**src/rtl/uart_frame_pkg.sv**
```systemverilog
// Shared definitions for the UART framer/deframer pair: FSM states and the frame CRC-8.
package uart_frame_pkg;

  typedef enum logic [2:0] {
    ST_COLLECT,
    ST_SOF,
    ST_LEN,
    ST_PAY,
    ST_CRC
  } frame_state_t;

  localparam logic [7:0] CRC_INIT = 8'hFF;

  // One byte step of the frame CRC-8 (no reflection, no final XOR).
  function automatic logic [7:0] crc8_next(input logic [7:0] crc, input logic [7:0] data);
    logic [7:0] x;
    logic [7:0] n;
    x    = crc ^ data;
    n[0] = x[0] ^ x[3] ^ x[4] ^ x[6];
    n[1] = x[1] ^ x[4] ^ x[5] ^ x[7];
    n[2] = x[2] ^ x[5] ^ x[6];
    n[3] = x[3] ^ x[6] ^ x[7];
    n[4] = x[0] ^ x[3] ^ x[6] ^ x[7];
    n[5] = x[0] ^ x[1] ^ x[3] ^ x[6] ^ x[7];
    n[6] = x[1] ^ x[2] ^ x[4] ^ x[7];
    n[7] = x[2] ^ x[3] ^ x[5];
    return n;
  endfunction

endpackage

```
**src/rtl/uart_frame_buf.sv**
```systemverilog
// Payload buffer: one write port, one combinational read port. Sequencing lives in the framer FSM.
module uart_frame_buf #(
  parameter int DEPTH = 16,
  parameter int AW    = $clog2(DEPTH)
) (
  input  logic          clk,
  input  logic          wr_en,
  input  logic [AW-1:0] wr_ptr,
  input  logic [7:0]    wr_data,
  input  logic [AW-1:0] rd_ptr,
  output logic [7:0]    rd_data
);

  logic [7:0] mem [0:DEPTH-1];

  // Store each accepted payload byte; contents need no reset since len gates every read.
  always_ff @(posedge clk) begin
    if (wr_en) begin
      mem[wr_ptr] <= wr_data;
    end
  end

  // The read is looked up one byte ahead and captured in the framer output register.
  assign rd_data = mem[rd_ptr];

endmodule

```
**src/rtl/uart_frame_tx.sv**
```systemverilog
// Frame packetiser: buffers one payload, then emits [SOF][LEN][payload][CRC8] to the UART TX core.
module uart_frame_tx
  import uart_frame_pkg::*;
#(
  parameter int         MAX_LEN = 16,
  parameter logic [7:0] SOF     = 8'hA5
) (
  input  logic       clk,
  input  logic       rst,
  input  logic [7:0] s_data,
  input  logic       s_valid,
  input  logic       s_last,
  output logic       s_ready,
  output logic [7:0] m_data,
  output logic       m_valid,
  input  logic       m_ready,
  output logic       busy,
  output logic       trunc
);

  localparam int         AW       = $clog2(MAX_LEN);
  localparam logic [AW-1:0] LAST_IDX = AW'(MAX_LEN - 1);

  frame_state_t  state_reg, state_next;
  logic [AW-1:0] wr_ptr_reg, wr_ptr_next;
  logic [AW-1:0] rd_ptr_reg, rd_ptr_next;
  logic [7:0]    len_reg, len_next;
  logic [7:0]    crc_reg, crc_next;
  logic [7:0]    m_data_reg, m_data_next;
  logic          buf_we;
  logic          trunc_c;
  logic [AW-1:0] buf_rd_ptr;
  logic [7:0]    buf_rd_data;
  logic [7:0]    crc_step;

  uart_frame_buf #(.DEPTH(MAX_LEN), .AW(AW)) u_buf (
    .clk     (clk),
    .wr_en   (buf_we),
    .wr_ptr  (wr_ptr_reg),
    .wr_data (s_data),
    .rd_ptr  (buf_rd_ptr),
    .rd_data (buf_rd_data)
  );

  // Address of the byte that goes on the output after the current one is accepted.
  assign buf_rd_ptr = (state_reg == ST_LEN) ? '0 : rd_ptr_reg + 1'b1;

  // CRC advances over whatever byte is currently presented (LEN or payload).
  assign crc_step = crc8_next(crc_reg, m_data_reg);

  // Next-state logic; output register is loaded with the next frame byte on each transfer.
  always_comb begin
    state_next  = state_reg;
    wr_ptr_next = wr_ptr_reg;
    rd_ptr_next = rd_ptr_reg;
    len_next    = len_reg;
    crc_next    = crc_reg;
    m_data_next = m_data_reg;
    buf_we      = 1'b0;
    trunc_c     = 1'b0;
    case (state_reg)
      ST_COLLECT: begin
        if (s_valid) begin
          buf_we      = 1'b1;
          wr_ptr_next = wr_ptr_reg + 1'b1;
          if (s_last || (wr_ptr_reg == LAST_IDX)) begin
            len_next    = 8'(wr_ptr_reg) + 8'd1;
            crc_next    = CRC_INIT;
            m_data_next = SOF;
            state_next  = ST_SOF;
            trunc_c     = ~s_last;
          end
        end
      end
      ST_SOF: begin
        if (m_ready) begin
          m_data_next = len_reg;
          state_next  = ST_LEN;
        end
      end
      ST_LEN: begin
        if (m_ready) begin
          crc_next    = crc_step;
          rd_ptr_next = '0;
          m_data_next = buf_rd_data;
          state_next  = ST_PAY;
        end
      end
      ST_PAY: begin
        if (m_ready) begin
          crc_next = crc_step;
          if (8'(rd_ptr_reg) == len_reg - 8'd1) begin
            m_data_next = crc_step;
            state_next  = ST_CRC;
          end else begin
            rd_ptr_next = rd_ptr_reg + 1'b1;
            m_data_next = buf_rd_data;
          end
        end
      end
      ST_CRC: begin
        if (m_ready) begin
          wr_ptr_next = '0;
          m_data_next = 8'h00;
          state_next  = ST_COLLECT;
        end
      end
      default: begin
        state_next = ST_COLLECT;
      end
    endcase
  end

  // State, pointer, length, CRC and output registers; reset aborts any frame in flight.
  always_ff @(posedge clk or posedge rst) begin
    if (rst) begin
      state_reg  <= ST_COLLECT;
      wr_ptr_reg <= '0;
      rd_ptr_reg <= '0;
      len_reg    <= 8'h00;
      crc_reg    <= CRC_INIT;
      m_data_reg <= 8'h00;
    end else begin
      state_reg  <= state_next;
      wr_ptr_reg <= wr_ptr_next;
      rd_ptr_reg <= rd_ptr_next;
      len_reg    <= len_next;
      crc_reg    <= crc_next;
      m_data_reg <= m_data_next;
    end
  end

  assign s_ready = (state_reg == ST_COLLECT);
  assign busy    = ~s_ready;
  assign m_valid = busy;
  assign m_data  = m_data_reg;
  assign trunc   = trunc_c;

endmodule

```
**config.mk**
```make
export PLATFORM = sky130hd
export DESIGN_NAME = uart_frame_tx
export DESIGN_NICKNAME = d
export VERILOG_FILES = /design/src/rtl/uart_frame_pkg.sv /design/src/rtl/uart_frame_buf.sv /design/src/rtl/uart_frame_tx.sv
export SDC_FILE = /design/constraint.sdc
export NUM_CORES = 1
export LEC_CHECK = 0
export BUFFER_PORTS_ARGS = -buffer_cell sky130_fd_sc_hd__clkbuf_2
export CAP_MARGIN = 40
export CORE_MARGIN = 2
export CORE_UTILIZATION = 45
export DETAILED_ROUTE_END_ITERATION = 8
export GPL_TIMING_DRIVEN = 0
export RECOVER_POWER = 25
export SLEW_MARGIN = 10
export SYNTH_ARGS = -nofsm -noshare
export SYNTH_HDL_FRONTEND = slang
export SYNTH_SLANG_ARGS = --single-unit
```
**constraint.sdc**
```tcl
create_clock -name clk -period 2.71 [get_ports clk]
set_input_delay 0.542 -clock clk [delete_from_list [all_inputs] [get_ports clk]]
set_output_delay 0.542 -clock clk [all_outputs]
set_load 0.02 [all_outputs]
```
==> flow_results.org <==
** Die
- IO Pins :: 25
- Core region area :: 15,800 µm²
- The die covers 17,100 µm².
- For this configuration, the core starts out at a cell density of 45.8%.
- Measured along the y axis, the die boundary spans 131 µm.
- The floorplan has 46 rows.
- Die width :: around 130 µm

** STA
- For this run, the top clock speed supported by timing is about 380 MHz.
- Worst Skew :: 10.9 ps
- After layout, the minimum clock period comes to 2630 ps.
- Worst setup margin :: 83.3 ps
- Slew headroom :: 49.0%
- Slew Limit Fails :: 0
- Final setup violating endpoints :: 0
- Actual transition at the worst max-transition pin :: 764 ps
- Setup repair after global routing left no endpoint under its margin.
- The final critical path takes up between 90% and 100% of the cycle.
- The number of hold violations in the final report was 0.

** Drt
- The detailed router used layers up to and including met4.
- Routed length on met1 :: between 8000 and 9000 µm
- Length of the first detailed-routing pass in iterations :: 5
- Number of nets still failing antenna checks after routing :: 0
- The detailed router placed between 4,000 and 5,000 vias in this run.
- DR WL/cell :: 22.0 µm
- Average vias per placed instance :: ~5.8
- Length of routed met2 wiring :: about 8600 µm
- In the routed design, unresolved DRC markers number 0.
- Initial drt markers :: 472
- For this block, the routed nets add up to 18,100 µm of wire.
- In the detailed route, the total length drawn on met3 is 1110 µm.

** Global route
- Total global routing overflow :: 0
- Global-route wire length before repair :: 27,300 µm
- GRT Overall Usage :: about 22%
- Pin count of the biggest net entering global routing :: 19
- The number of global-route vias before repair came to 4,652.
- The number of antenna violations at the first check in global routing came to 0.

** Finish
- After routing the design area is 8330 µm².
- Cells fill between 50% and 60% of the core in the end.
- Area growth from synthesis to final layout :: 15.3%
- Cells with a size suffix above 1 make up 19.7% of the layout.
- The net count of the finished layout is 615.
- Diode insertion count for antenna repair :: 0
- Largest register FFs :: approximately 130
- The filler cells instantiated in the layout total 1,372.

** Synth
- Post-synthesis cell count :: 550
- In the synthesized netlist the async set-or-reset flop fraction comes to 20.0%.
- Counting flops with a built-in enable in the synthesized netlist gives 128.
- Among all flip-flop cells after synthesis, the most frequent one is edfxtp_1.
- Post-synthesis instance area :: 7220 µm²
- YS warnings :: 0
- The number of different library cells used by synthesis comes to 63.
- Averaged over all synthesized cells, the footprint is 13.1 µm².
- Post-synthesis register bit count :: 160
- Sequential area share after synthesis :: between 60 and 70%
- Counting every net in the synthesized netlist gives between 500 and 600.

** Worst setup path
- Crit path DAT :: ~3000 ps
- Of all nets on the critical path, the largest fanout is 10.
- Sort of element at the start of the critical path :: register
- Slack of the worst reg-to-reg path :: 80 ps
- CP Capture Type :: register
- Counting cells, the worst reg-to-reg path comes to 9.
- Kind of critical path :: register to register
- Data required, critical path :: 3080 ps
- Capturing point of the worst reg2reg path :: m_data[5]$_DFFE_PP0P_
- The critical path starts at state_reg[0]$_DFFE_PP0P_.
- Beginning of the worst register-to-register path :: state_reg[0]$_DFFE_PP0P_

** Hold path
- Tightest Hold Check Type :: input pin to asynchronous set/reset pin

** Clock network
- Clock-pin slew reported for the worst setup and hold paths after clock tree synthesis :: about 70 ps
- In this run, CTS created clock tree buffers numbering 17.
- Buffers inserted to repair hold after CTS numbered 0.
- The H-tree generated during clock tree synthesis spans 4 levels.
- TritonCTS clock tree :: yes
- Buffer levels on the longest clock path :: 2
- Clock Root Buffer :: clkbuf_16
- Clk sinks :: 160
- Insertion delay to the later sink of the worst-skew pair :: 430 ps

** Job
- Maximum Capacitance Violations :: 0

** Power
- The worst-case IR drop observed on VDD is 687 µV.
- Pwr per Cell Area :: 1230 nW/µm²
- Leakage dissipation :: between 2 and 3 nW

** Placed design
- The placed instances occupy a cell area of 7630 µm².
- Post-Place Worst Slack :: -444 ps
- Count of buffers from port buffering :: 24
- Detailed placement ended at an HPWL of roughly 12,000 µm.
- Final Wtd Congestion :: 0.884

** Status
- Status :: completed
## cell usage in the layout, fill, tap and decap left out, drive strengths merged, types with 6 or more instances in the layout
cell type,Yosys,routed
dfrtp,24,24
inv,13,19
mux4,8,8
nand2,49,49
mux2,6,6
ha,6,6
a211oi,16,16
a31oi,8,8
nand3,11,11
o21ai,25,25
xnor2,21,21
nor3,22,22
dfstp,8,8
edfxtp,128,128
a221oi,9,9
a21oi,41,41
and2,16,16
mux2i,10,10
and3,6,6
clkbuf,16,57
nor2,17,17
xor2,12,12
buf,14,18
## worst max path at each step
stage,end,cells past startpoint
final,m_data[5]$_DFFE_PP0P_,9
after global routing,m_data[5]$_DFFE_PP0P_,9
after CTS,m_data[1]$_DFFE_PP0P_,9
after detailed placement,m_data[1]$_DFFE_PP0P_,9
after global placement,m_data[6]$_DFFE_PP0P_,8
after floorplan,m_data[6]$_DFFE_PP0P_,10
## report_power, final
group / switching (mW) / internal [mW]
registers: 0.249 / 2.99
clock network: 1.05 / 1.30
logic: 2.91 / 1.75
total: 4.20 / 6.04
## cells by family after synthesis
| logic type | after synthesis | synth area share [%] |
|---|---|---|
| adders and majority gates | 7 | 1.18 |
| DFF | 160 | 64.5 |
| buffers and inverters | 43 | 2.67 |
| AOI/OAI and AO/OA | 136 | 12.3 |
| muxes | 24 | 4.82 |
| xor gates and xnor gates | 33 | 4.11 |
| and+or+nand+nor | 147 | 10.5 |
## per-stage QoR
step	hold slack, ps	instances	total power [mW]	setup TNS [ps]
2_1_floorplan	509	550	6.42	0
3_3_place_gp	538	790	7.62	-1720
3_5_place_dp	543	791	7.69	-1800
4_1_cts	232	823	10.2	0
5_1_grt	269	825	10.8	0
6_report	223	825	10.2	0
## synthesized netlist by cell type, types with 5 or more instances
cell / number / share of area, %
a211oi_1: 16 / 1.7
a21oi_1: 41 / 2.8
a221oi_1: 9 / 1.1
a22oi_1: 5 / 0.52
a31oi_1: 8 / 0.69
and2_1: 14 / 1.2
and3_1: 6 / 0.52
buf_2: 10 / 0.69
clkbuf_1: 16 / 0.83
dfrtp_1: 24 / 8.3
dfstp_2: 8 / 2.9
edfxtp_1: 128 / 53
ha_1: 6 / 1.0
inv_1: 12 / 0.62
mux2_2: 6 / 0.94
mux2i_1: 10 / 1.4
mux4_2: 8 / 2.5
nand2_1: 46 / 2.4
nand3_1: 11 / 0.76
nor2_1: 16 / 0.83
nor3_1: 21 / 1.5
o21ai_0: 19 / 1.3
o21ai_1: 6 / 0.42
o22ai_1: 5 / 0.43
xnor2_1: 21 / 2.5
xor2_1: 11 / 1.3
## layer usage
layer  track usage [%]  vias up
li1                  -     2188
met1              31.0     2372
met2              35.5      176
met3              4.89       24
met4              7.26        0
met5                 0        -
## critical path: stages, from the launching register on
cell and delay, ps:
dfrtp_1 360, buf_2 180, or3b_4 430, nand2_2 180, buf_2 310, nand2_1 100
a22oi_1 310, o211ai_1 130, a21oi_1 360, o22a_1 200
## final cells by class
cell class / count / area [µm²] / area share (%)
multi-input cells: 347 / 2470 / 29.7
clock inverters: 14 / 150 / 1.80
repair buffers: 27 / 143 / 1.71
clock buffers: 18 / 429 / 5.15
flip-flops and latches: 160 / 4650 / 55.9
well taps: 216 / 270 / 3.25
inverters: 13 / 48.8 / 0.586
plain buffers: 30 / 161 / 1.94
## timing repair
| action | in CTS | in global routing |
|---|---|---|
| setup buffers | 0 | 2 |
| setup endpoints to repair | 10 | 5 |
| pin swaps | 0 | 3 |
| gates resized for setup | 18 | 14 |
(Power assumes the default switching activity.)
